===== config.mk =====
export PLATFORM = sky130hd
export DESIGN_NAME = mp_regfile_sb_flat
export DESIGN_NICKNAME = d
export VERILOG_FILES = /design/src/rtl/mp_regfile_pkg.sv /design/src/rtl/mp_regfile_sb_if.sv /design/src/rtl/mp_regfile_bank.sv /design/src/rtl/mp_regfile_sb.sv /design/src/flat_wrapper.sv
export SDC_FILE = /design/constraint.sdc
export NUM_CORES = 1
export LEC_CHECK = 0
export CAP_MARGIN = 20
export CORE_ASPECT_RATIO = 1.5
export CORE_MARGIN = 2
export CORE_UTILIZATION = 45
export DETAILED_ROUTE_END_ITERATION = 12
export HOLD_SLACK_MARGIN = 0.15
export PLACE_DENSITY = 0.72
export SYNTH_ARGS = -nofsm -noshare
export SYNTH_HDL_FRONTEND = slang
export SYNTH_SLANG_ARGS = --single-unit

===== constraint.sdc =====
create_clock -name clk -period 3.3 [get_ports clk]
set_input_delay 0.66 -clock clk [delete_from_list [all_inputs] [get_ports clk]]
set_output_delay 0.66 -clock clk [all_outputs]
set_load 0.005 [all_outputs]

===== src/rtl/mp_regfile_pkg.sv =====
// rtl/mp_regfile_pkg.sv - shared defaults and half-mask helper for the MPU register file
// Register file geometry defaults and the half-select mask used by writes, reads and scoreboard.
package mp_regfile_pkg;

   localparam int HW_DEF  = 16;
   localparam int AW_DEF  = 5;
   localparam int NRD_DEF = 2;
   localparam int NROW    = 2 ** (AW_DEF - 1);

   // bit 0 = low half of the row, bit 1 = high half
   function automatic logic [1:0] half_mask(input logic wide, input logic addr_lsb);
      if (wide) begin
         return 2'b11;
      end
      return addr_lsb ? 2'b10 : 2'b01;
   endfunction

endpackage


===== src/rtl/mp_regfile_sb_if.sv =====
// rtl/mp_regfile_sb_if.sv - decoder/writeback/scoreboard bundle for mp_regfile_sb
// master drives reads, writeback and scoreboard issue; slave is the register file.
interface mp_regfile_sb_if
   import mp_regfile_pkg::*;
#(
   parameter int HW  = HW_DEF,
   parameter int AW  = AW_DEF,
   parameter int NRD = NRD_DEF
);
   logic                  stall;
   logic [NRD*AW-1:0]     rd_addr;
   logic [NRD-1:0]        rd_wide;
   logic [NRD*2*HW-1:0]   rd_data;
   logic [NRD-1:0]        rd_hazard;
   logic                  wb;
   logic                  wb32;
   logic [AW-1:0]         wb_rd;
   logic [2*HW-1:0]       wb_data;
   logic                  sb_set;
   logic                  sb_set32;
   logic [AW-1:0]         sb_rd;
   logic                  sb_any;

   modport master (
      output stall, rd_addr, rd_wide, wb, wb32, wb_rd, wb_data, sb_set, sb_set32, sb_rd,
      input  rd_data, rd_hazard, sb_any
   );

   modport slave (
      input  stall, rd_addr, rd_wide, wb, wb32, wb_rd, wb_data, sb_set, sb_set32, sb_rd,
      output rd_data, rd_hazard, sb_any
   );
endinterface


===== src/rtl/mp_regfile_bank.sv =====
// rtl/mp_regfile_bank.sv - half-masked single-write, multi-async-read storage array
// Each row is two independently writable halves; storage is intentionally not reset.
module mp_regfile_bank #(
   parameter int HW  = 16,
   parameter int AW  = 5,
   parameter int NRD = 2
) (
   input  logic                    clk,
   input  logic [1:0]              i_we_mask,
   input  logic [AW-2:0]           i_wrow,
   input  logic [2*HW-1:0]         i_wdata,
   input  logic [NRD*(AW-1)-1:0]   i_rrow,
   output logic [NRD*2*HW-1:0]     o_rdata
);
   localparam int NR = 2 ** (AW - 1);
   localparam int RW = AW - 1;

   logic [HW-1:0] r_lo [NR];
   logic [HW-1:0] r_hi [NR];

   always_ff @(posedge clk) begin
      if (i_we_mask[0]) begin
         r_lo[i_wrow] <= i_wdata[HW-1:0];
      end
      if (i_we_mask[1]) begin
         r_hi[i_wrow] <= i_wdata[2*HW-1:HW];
      end
   end

   for (genvar g = 0; g < NRD; g++) begin : g_rd
      logic [RW-1:0] w_row;
      assign w_row = i_rrow[g*RW +: RW];
      assign o_rdata[g*2*HW +: 2*HW] = {r_hi[w_row], r_lo[w_row]};
   end

endmodule


===== src/rtl/mp_regfile_sb.sv =====
// rtl/mp_regfile_sb.sv - MPU register file with write-through bypass, zero r0 and half scoreboard
// Storage lives in mp_regfile_bank; this level adds bypass, zero mux and pending-write tracking.
module mp_regfile_sb
   import mp_regfile_pkg::*;
#(
   parameter int HW      = HW_DEF,
   parameter int AW      = AW_DEF,
   parameter int NRD     = NRD_DEF,
   parameter int ZERO_R0 = 1
) (
   input  logic           clk,
   input  logic           sys_rst,
   mp_regfile_sb_if.slave bus
);
   localparam int NH = 2 ** AW;
   localparam int RW = AW - 1;

   logic [RW-1:0]         w_wb_row;
   logic [RW-1:0]         w_sb_row;
   logic                  w_wb_zero;
   logic                  w_sb_zero;
   logic [1:0]            w_wb_mask;
   logic [1:0]            w_sb_mask;
   logic [2*HW-1:0]       w_wb_data;
   logic [NH-1:0]         w_written;
   logic [NH-1:0]         w_set;
   logic [NH-1:0]         r_sb;
   logic [NRD*RW-1:0]     w_rrow;
   logic [NRD*2*HW-1:0]   w_arr_data;

   assign w_wb_row  = bus.wb_rd[AW-1:1];
   assign w_sb_row  = bus.sb_rd[AW-1:1];
   assign w_wb_zero = (ZERO_R0 != 0) && (w_wb_row == '0);
   assign w_sb_zero = (ZERO_R0 != 0) && (w_sb_row == '0);
   assign w_wb_mask = (bus.wb && !w_wb_zero) ? half_mask(bus.wb32, bus.wb_rd[0]) : 2'b00;
   assign w_sb_mask = (bus.sb_set && !bus.stall && !w_sb_zero)
                      ? half_mask(bus.sb_set32, bus.sb_rd[0]) : 2'b00;
   assign w_wb_data = bus.wb32 ? bus.wb_data : {2{bus.wb_data[HW-1:0]}};

   always_comb begin
      w_written = '0;
      w_set     = '0;
      w_written[{w_wb_row, 1'b0}] = w_wb_mask[0];
      w_written[{w_wb_row, 1'b1}] = w_wb_mask[1];
      w_set[{w_sb_row, 1'b0}]     = w_sb_mask[0];
      w_set[{w_sb_row, 1'b1}]     = w_sb_mask[1];
   end

   // set after clear: a fresh issue to a half that is completing this cycle stays pending
   always_ff @(posedge clk or posedge sys_rst) begin
      if (sys_rst) begin
         r_sb <= '0;
      end else begin
         r_sb <= (r_sb & ~w_written) | w_set;
      end
   end

   assign bus.sb_any = |r_sb;

   mp_regfile_bank #(
      .HW  (HW),
      .AW  (AW),
      .NRD (NRD)
   ) u_bank (
      .clk       (clk),
      .i_we_mask (w_wb_mask),
      .i_wrow    (w_wb_row),
      .i_wdata   (w_wb_data),
      .i_rrow    (w_rrow),
      .o_rdata   (w_arr_data)
   );

   for (genvar g = 0; g < NRD; g++) begin : g_port
      logic [AW-1:0]   w_addr;
      logic [RW-1:0]   w_row;
      logic [1:0]      w_rmask;
      logic [1:0]      w_byp;
      logic [1:0]      w_pend;
      logic [1:0]      w_wr;
      logic [HW-1:0]   w_lo;
      logic [HW-1:0]   w_hi;
      logic [2*HW-1:0] w_arr;
      logic [2*HW-1:0] w_mux;

      assign w_addr  = bus.rd_addr[g*AW +: AW];
      assign w_row   = w_addr[AW-1:1];
      assign w_rrow[g*RW +: RW] = w_row;
      assign w_arr   = w_arr_data[g*2*HW +: 2*HW];
      assign w_rmask = half_mask(bus.rd_wide[g], w_addr[0]);

      assign w_byp = (w_row == w_wb_row) ? w_wb_mask : 2'b00;
      assign w_lo  = w_byp[0] ? w_wb_data[HW-1:0]    : w_arr[HW-1:0];
      assign w_hi  = w_byp[1] ? w_wb_data[2*HW-1:HW] : w_arr[2*HW-1:HW];
      assign w_mux = bus.rd_wide[g] ? {w_hi, w_lo}
                                    : {{HW{1'b0}}, (w_addr[0] ? w_hi : w_lo)};
      assign bus.rd_data[g*2*HW +: 2*HW] = ((ZERO_R0 != 0) && (w_row == '0)) ? '0 : w_mux;

      assign w_pend = {r_sb[{w_row, 1'b1}], r_sb[{w_row, 1'b0}]};
      assign w_wr   = {w_written[{w_row, 1'b1}], w_written[{w_row, 1'b0}]};
      assign bus.rd_hazard[g] = |(w_rmask & w_pend & ~w_wr);
   end

endmodule


===== src/flat_wrapper.sv =====
// flat-port wrapper written by rule: the top's interface ports become plain ports
module mp_regfile_sb_flat import mp_regfile_pkg::*;
#(
   parameter int HW      = HW_DEF,
   parameter int AW      = AW_DEF,
   parameter int NRD     = NRD_DEF,
   parameter int ZERO_R0 = 1
)
  (clk, sys_rst, bus_stall, bus_rd_addr, bus_rd_wide, bus_wb, bus_wb32, bus_wb_rd, bus_wb_data, bus_sb_set, bus_sb_set32, bus_sb_rd, bus_rd_data, bus_rd_hazard, bus_sb_any);
  mp_regfile_sb_if #(.HW(HW), .AW(AW), .NRD(NRD)) bus_i ();
  input  logic clk;
  input  logic sys_rst;
  input wire logic [$bits(bus_i.stall)-1:0] bus_stall;
  input wire logic [$bits(bus_i.rd_addr)-1:0] bus_rd_addr;
  input wire logic [$bits(bus_i.rd_wide)-1:0] bus_rd_wide;
  input wire logic [$bits(bus_i.wb)-1:0] bus_wb;
  input wire logic [$bits(bus_i.wb32)-1:0] bus_wb32;
  input wire logic [$bits(bus_i.wb_rd)-1:0] bus_wb_rd;
  input wire logic [$bits(bus_i.wb_data)-1:0] bus_wb_data;
  input wire logic [$bits(bus_i.sb_set)-1:0] bus_sb_set;
  input wire logic [$bits(bus_i.sb_set32)-1:0] bus_sb_set32;
  input wire logic [$bits(bus_i.sb_rd)-1:0] bus_sb_rd;
  output wire logic [$bits(bus_i.rd_data)-1:0] bus_rd_data;
  output wire logic [$bits(bus_i.rd_hazard)-1:0] bus_rd_hazard;
  output wire logic [$bits(bus_i.sb_any)-1:0] bus_sb_any;
  assign bus_i.stall = bus_stall;
  assign bus_i.rd_addr = bus_rd_addr;
  assign bus_i.rd_wide = bus_rd_wide;
  assign bus_i.wb = bus_wb;
  assign bus_i.wb32 = bus_wb32;
  assign bus_i.wb_rd = bus_wb_rd;
  assign bus_i.wb_data = bus_wb_data;
  assign bus_i.sb_set = bus_sb_set;
  assign bus_i.sb_set32 = bus_sb_set32;
  assign bus_i.sb_rd = bus_sb_rd;
  assign bus_rd_data = bus_i.rd_data;
  assign bus_rd_hazard = bus_i.rd_hazard;
  assign bus_sb_any = bus_i.sb_any;
  mp_regfile_sb #(.HW(HW), .AW(AW), .NRD(NRD), .ZERO_R0(ZERO_R0)) u_core (.clk(clk), .sys_rst(sys_rst), .bus(bus_i));
endmodule

# --- Word-level counts from Yosys, hierarchy flattened ---
# Memories as Yosys holds them, arrays and structs flattened.
# Index checks and enable logic that the tools add are counted.
classes:
  n_lt_le_gt_ge: 12
  n_eq_ne: 2
  mux: 61
  bitwise: 11
  reduce_logical: 17
op_table:
  columns: ["operator", "count"]
  rows:
  - ["two-way mux 32 bit", 5]
  - ["two-way mux 16 bit", 6]
  - ["AND 32 x 31 -> 32 bit", 2]
  - ["bitwise mux 32 bit", 2]
  - ["< comparator 5 x 6 -> 1 bit, second input constant", 8]
  - ["AND 32 bit", 1]
  - ["binary-select mux 1 bit (select 4 bit)", 8]
  - ["two-way mux 2 bit", 16]
  - ["inverter 32 bit", 1]
  - ["bitwise OR 32 bit", 1]
  - ["OR reduction 32 bit", 1]
  - [">= comparator 5 x 1 -> 1 bit, second input constant", 4]
  - ["two-way mux 1 bit", 20]
  - ["demux 1 bit (select 4 bit)", 4]
  - ["zero test 4 bit", 4]
  - ["AND 2 bit", 4]
  - ["== test 4 bit", 2]
  - ["logical AND 1 bit", 7]
  - ["inverter 2 bit", 2]
  - ["OR reduction 2 bit", 2]
  - ["zero test 1 bit", 3]
totals:
  reg_bits: 32
  ram_bits: 512
  input_bits: 61
  n_memories: 2
mem_list:
  columns: ["name", "depth", "word_bits", "rd", "rd_clocked_by_memory_dff", "write_ports", "line_no", "text"]
  rows:
  - ["u_core.u_bank.r_hi", 16, 16, 2, 0, 1, "mp_regfile_bank.sv:19", "logic [HW-1:0] r_hi [NR];"]
  - ["u_core.u_bank.r_lo", 16, 16, 2, 0, 1, "mp_regfile_bank.sv:18", "logic [HW-1:0] r_lo [NR];"]

# --- Logic depth before layout (Yosys ltp) ---
logic_depth:
  ltp_word: 11
  ltp_mapped: 9
  depth_no_buf: 5

# --- Cells and area by module ---
# A second synthesis with hierarchy kept.
hier_totals:
  cells_unflattened: 1538
  area_unflattened_um2: 26797.0
by_module_without_submodules:
  columns: ["mod", "n_inst", "cells_per_inst", "area_per_inst_um2", "seq_area_each_um2"]
  rows:
  - ["mp_regfile_bank", 1, 1101, 23007.1, 15374.7]
  - ["mp_regfile_sb", 1, 437, 3789.9, 800.8]

# --- Worst setup path before layout ---
# No wires, ideal clock.
synth_timing:
  path_type: "input-to-output"
  start: "input port bus_wb_rd[2]"
  end: "output port bus_rd_data[12]"
  arrival_ns: 2.557
  required_ns: 2.640
  slack_ns: 0.083
  cell_stages: 9
  cell_sequence: "buf_2 xor2_1 or4_1 buf_2 or2_1 buf_6 buf_12 mux2i_1 a211oi_1"
synth_via:
  elab_chain_len: 9
  elab_cells_between_ends: 11
  classes_between: "1 x eq/ne; 7 x mux; 3 x reduce/logical"
synth_lines:
  columns: ["item", "line_no", "text"]
  rows:
  - ["from (decl)", "flat_wrapper.sv:18", "input wire logic [$bits(bus_i.wb_rd)-1:0] bus_wb_rd;"]
  - ["zero test 4 bit", "mp_regfile_sb.sv:33", "assign w_wb_zero = (ZERO_R0 != 0) && (w_wb_row == '0);"]
  - ["zero test 1 bit", "mp_regfile_sb.sv:35", "assign w_wb_mask = (bus.wb && !w_wb_zero) ? half_mask(bus.wb32, bus.wb_rd[0]) : 2'b00;"]
  - ["logical AND 1 bit", "mp_regfile_sb.sv:35", null]
  - ["two-way mux 2 bit", "mp_regfile_sb.sv:35", null]
  - ["two-way mux 2 bit (*)", "mp_regfile_sb.sv:91", "assign w_byp = (w_row == w_wb_row) ? w_wb_mask : 2'b00;"]
  - ["two-way mux 16 bit, on equally long branches", "mp_regfile_sb.sv:92, mp_regfile_sb.sv:93", null]
  - ["two-way mux 16 bit", "mp_regfile_sb.sv:95", ": {{HW{1'b0}}, (w_addr[0] ? w_hi : w_lo)};"]
  - ["two-way mux 32 bit (*)", "mp_regfile_sb.sv:94", "assign w_mux = bus.rd_wide[g] ? {w_hi, w_lo}"]
  - ["two-way mux 32 bit (*)", "mp_regfile_sb.sv:96", "assign bus.rd_data[g*2*HW +: 2*HW] = ((ZERO_R0 != 0) && (w_row == '0)) ? '0 : w_mux;"]
  - ["to (decl)", "flat_wrapper.sv:23", "output wire logic [$bits(bus_i.rd_data)-1:0] bus_rd_data;"]
# Every way passes the cells marked *; elsewhere a longest branch is shown, timed or not.

# --- Worst setup path after layout ---
layout_timing:
  start: "input port bus_rd_addr[2]"
  end: "output port bus_rd_data[12]"
layout_via:
  elab_chain_len: 6
  elab_cells_between_ends: 10
  classes_between: "1 x eq/ne; 6 x mux; 1 x reduce/logical; 2 x memory"
layout_lines:
  columns: ["item", "line_no", "text"]
  rows:
  - ["from (decl)", "flat_wrapper.sv:14", "input wire logic [$bits(bus_i.rd_addr)-1:0] bus_rd_addr;"]
  - ["parallel branches: the longest is 5 deep, another holds memory (16 x 16 bit)", null, null]
  - ["two-way mux 32 bit (*)", "mp_regfile_sb.sv:96", null]
# Every way passes the cells marked *.

==> impl_metrics.csv <==
group,metric,value,unit
synthesis,synthFlopType,"edfxtp_1",
worst_setup_path,crit_type,"in2out",
floorplan,num_rows,109,
floorplan,io_pins,128,
worst_setup_path,required,2.64,ns
power,irDropWorstVdd,0.346,mV
drt,final_antenna_net_count,0,
synthesis,syn_area,26700,um^2
place,hpwl,62500,um
clock_tree,cts_num_sinks,544,
power,comb_power_share,0.184,
clock_tree,cts.path.max_buffers,3,
cells_and_area,diodes,0,
drt,drt_first_iter_violations,2864,
worst_setup_path,cp-end-kind,"output pin",
synthesis,async_flop_share,0.0588,
synthesis,synth_top_area_share,0.575,
timing,tns,-1.10,ns
cells_and_area,synthToLayoutAreaGrowth,35.1,%
synthesis,yosys_warnings,0,
power,power,16.7,mW
synthesis,ys_ff_latch,544,
global_route,grt_first_pass_wirelength,133000,um
status,status,"finished with violations",
worst_setup_path,start_kind,"primary input",
synthesis,syn_avg_cell_area,16.6,um^2
worst_setup_path,path_cells,"buf_8, xor2_2, or4_4, or2_4, buf_12, buf_6, mux2i_4, a211oi_2, buf_2",
power,internal_power,12.4,mW
global_route,antenna_found_initial,0,
worst_setup_path,r2r_setup_slack,2.49,ns
timing,slew_violations,0,
power,switching_power,4.33,mW
drt,avgRoutedWirePerCell,33.0,um
synthesis,synth_most_common_cell,"edfxtp_1",
floorplan,die_y,302,um
timing,relSlewSlack,0.521,
worst_setup_path,crit_slowest_cell,"or4_4",
drt,viasPerCell,6.85,
synthesis,synthTopCellsByCount,"edfxtp_1 (512), mux4_2 (273), nand2_1 (106)",
timing,tightest_slew,0.711,ns
synthesis,syn-instance-count,1607,
floorplan,core_area,58800,um^2
power,sequentialPowerShare,0.477,
worst_setup_path,cpLargestDelayFamily,"simple AND/OR/NAND/NOR gates",
timing,grt_setup_unrepaired,"yes",
place,gp_congestion,0.976,
drt,drc,0,
synthesis,yosys-top-cells-area,"edfxtp_1 (58%), mux4_2 (23%), dfrtp_1 (3.0%), o22ai_1 (2.1%), a211oi_1 (1.7%)",
cells_and_area,final_util,0.614,
worst_setup_path,critical_path.max_fanout,5,
timing,skew,0,ns
clock_tree,cts_tree,"yes",
timing,fmax,0.294,GHz
timing,finalCritPeriodShare,1.03,
power,p_leak,12.5,nW
timing,setup_violations,32,
global_route,grt_max_degree,37,
floorplan,die_w,203,um
floorplan,die_area,61400,um^2
drt,wirelength,97200,um
floorplan,start_util,0.455,
synthesis,synth_edf_count,512,
cells_and_area,drive_gt1_frac,0.498,
global_route,grtUsageMet3,0.0711,
timing,worst_slack,-0.101,ns
worst_setup_path,critPathBufInv,4,
power,switching_share,0.259,
worst_setup_path,slowest_delay,0.59,ns
global_route,first_global_vias,19956,
clock_tree,cts_buffers,51,
place,placed_cells,2769,
global_route,gr-usage-met1,0.351,
synthesis,synth.distinct_cells,48,
min_path,min_path_type,"reg2reg",
synthesis,synth_area_leader_cell,"edfxtp_1",
power,p_per_area,463,nW/um^2
status,violations,"setup timing",
clock_tree,cts_max_level,2,
cells_and_area,fin_cells,2944,
clock_tree,cts_hold_buf,0,
global_route,grt.busiest_layer,"met2",
run,maxCapViolCount,0,
clock_tree,root_buffer,"clkbuf_16",
timing,finalHoldViolations,0,
cells_and_area,final_nets,2191,
place,io_buffers,127,
global_route,globalRouteMet2Util,0.514,
synthesis,ys_seq_area_frac,0.605,
global_route,grt.total_usage,0.304,
clock_tree,clock_latency,0.57,ns
worst_setup_path,crit_arrival,2.74,ns
timing,fin_crit,3.40,ns
drt,drt_first_pass_iters,6,
drt,vias,20152,
clock_tree,clkTransAtPathRegs,0.06,ns
power,power_frac_clock,0.339,
global_route,grt.overflow.total,0,
[power groups by stage]
stage | Combinational (mW) | Sequential (mW) | Clock (mW)
2_1_floorplan | 1.25 | 8.04 | 0
6_report | 3.07 | 7.98 | 5.67
3_3_place_gp | 2.55 | 8.09 | 0
3_5_place_dp | 2.57 | 8.11 | 0
5_1_grt | 3.18 | 7.99 | 5.91
4_1_cts | 2.81 | 7.97 | 5.66
[placed cells by master (no fill, tap or decap), types with 46 or more instances in the layout]
cell / synthesis / routed
buf_4: 5 / 297
nand2_1: 106 / 105
buf_2: 47 / 46
clkdlybuf4s50_1: 0 / 46
o22ai_1: 91 / 67
clkbuf_16: 0 / 54
buf_6: 2 / 62
edfxtp_1: 512 / 512
buf_12: 1 / 84
mux4_2: 273 / 273
[cell type report]
type / count / area, um^2
clock inverter: 32 / 263
fill: 3980 / 22700
multi-input combinational: 922 / 11200
sequential: 544 / 16200
clock buffer: 58 / 1300
inverter: 31 / 118
timing repair buffer: 580 / 6030
tap: 777 / 972
[routing by layer]
metal,vias to the layer above,part of all wire
met5,-,0
met4,0,0.074
met1,10127,0.31
met3,442,0.12
li1,7732,-
met2,1851,0.50
[through the flow]
stage	setup slack (ns)	instance area (um^2)	hold slack, ns
after floorplan	0.0827	26800	0.463
final	-0.101	36100	0.439
after detailed placement	-1.13	32100	0.418
after global placement	-1.11	32100	0.406
after global routing	-0.110	36100	0.449
after CTS	-0.102	35200	0.434
[registers in the layout, indices dropped and copies added, names as in the netlist]
register	count
u_core.r_sb	32
u_core.u_bank.r_hi	256
u_core.u_bank.r_lo	256
[cell families (layout without fill, tap and decap cells)]
kind of cell,Yosys count,in the layout,synth area share
buffers and inverters,172,701,0.0282
XOR/XNOR,8,8,0.00290
flip-flops,544,544,0.605
AND/OR/NAND/NOR,260,260,0.0431
other,1,32,0.000140
AO/OA/AOI/OAI,310,310,0.0756
multiplexers,312,312,0.245
[worst paths after layout]
kind                                startpoint         endpoint  depth (start not counted)
worst max-delay path            bus_rd_addr[2]  bus_rd_data[12]                          9
worst min-delay path            u_core.r_sb[1]   u_core.r_sb[1]                          0
worst max register to register  u_core.r_sb[3]   u_core.r_sb[3]                          1
worst min register to register  u_core.r_sb[1]   u_core.r_sb[1]                          0
max in group asynchronous              sys_rst   u_core.r_sb[9]                          3
min in group asynchronous              sys_rst  u_core.r_sb[19]                          3
[repair_timing]
action,4_1_cts,5_1_grt
setup endpoints to repair,66,62
buffers inserted,42,52
gates resized for setup,504,122
hold endpoints to repair,0,0
cloned,6,3
pin swaps,55,47
Power figures use the tool's default switching activity.
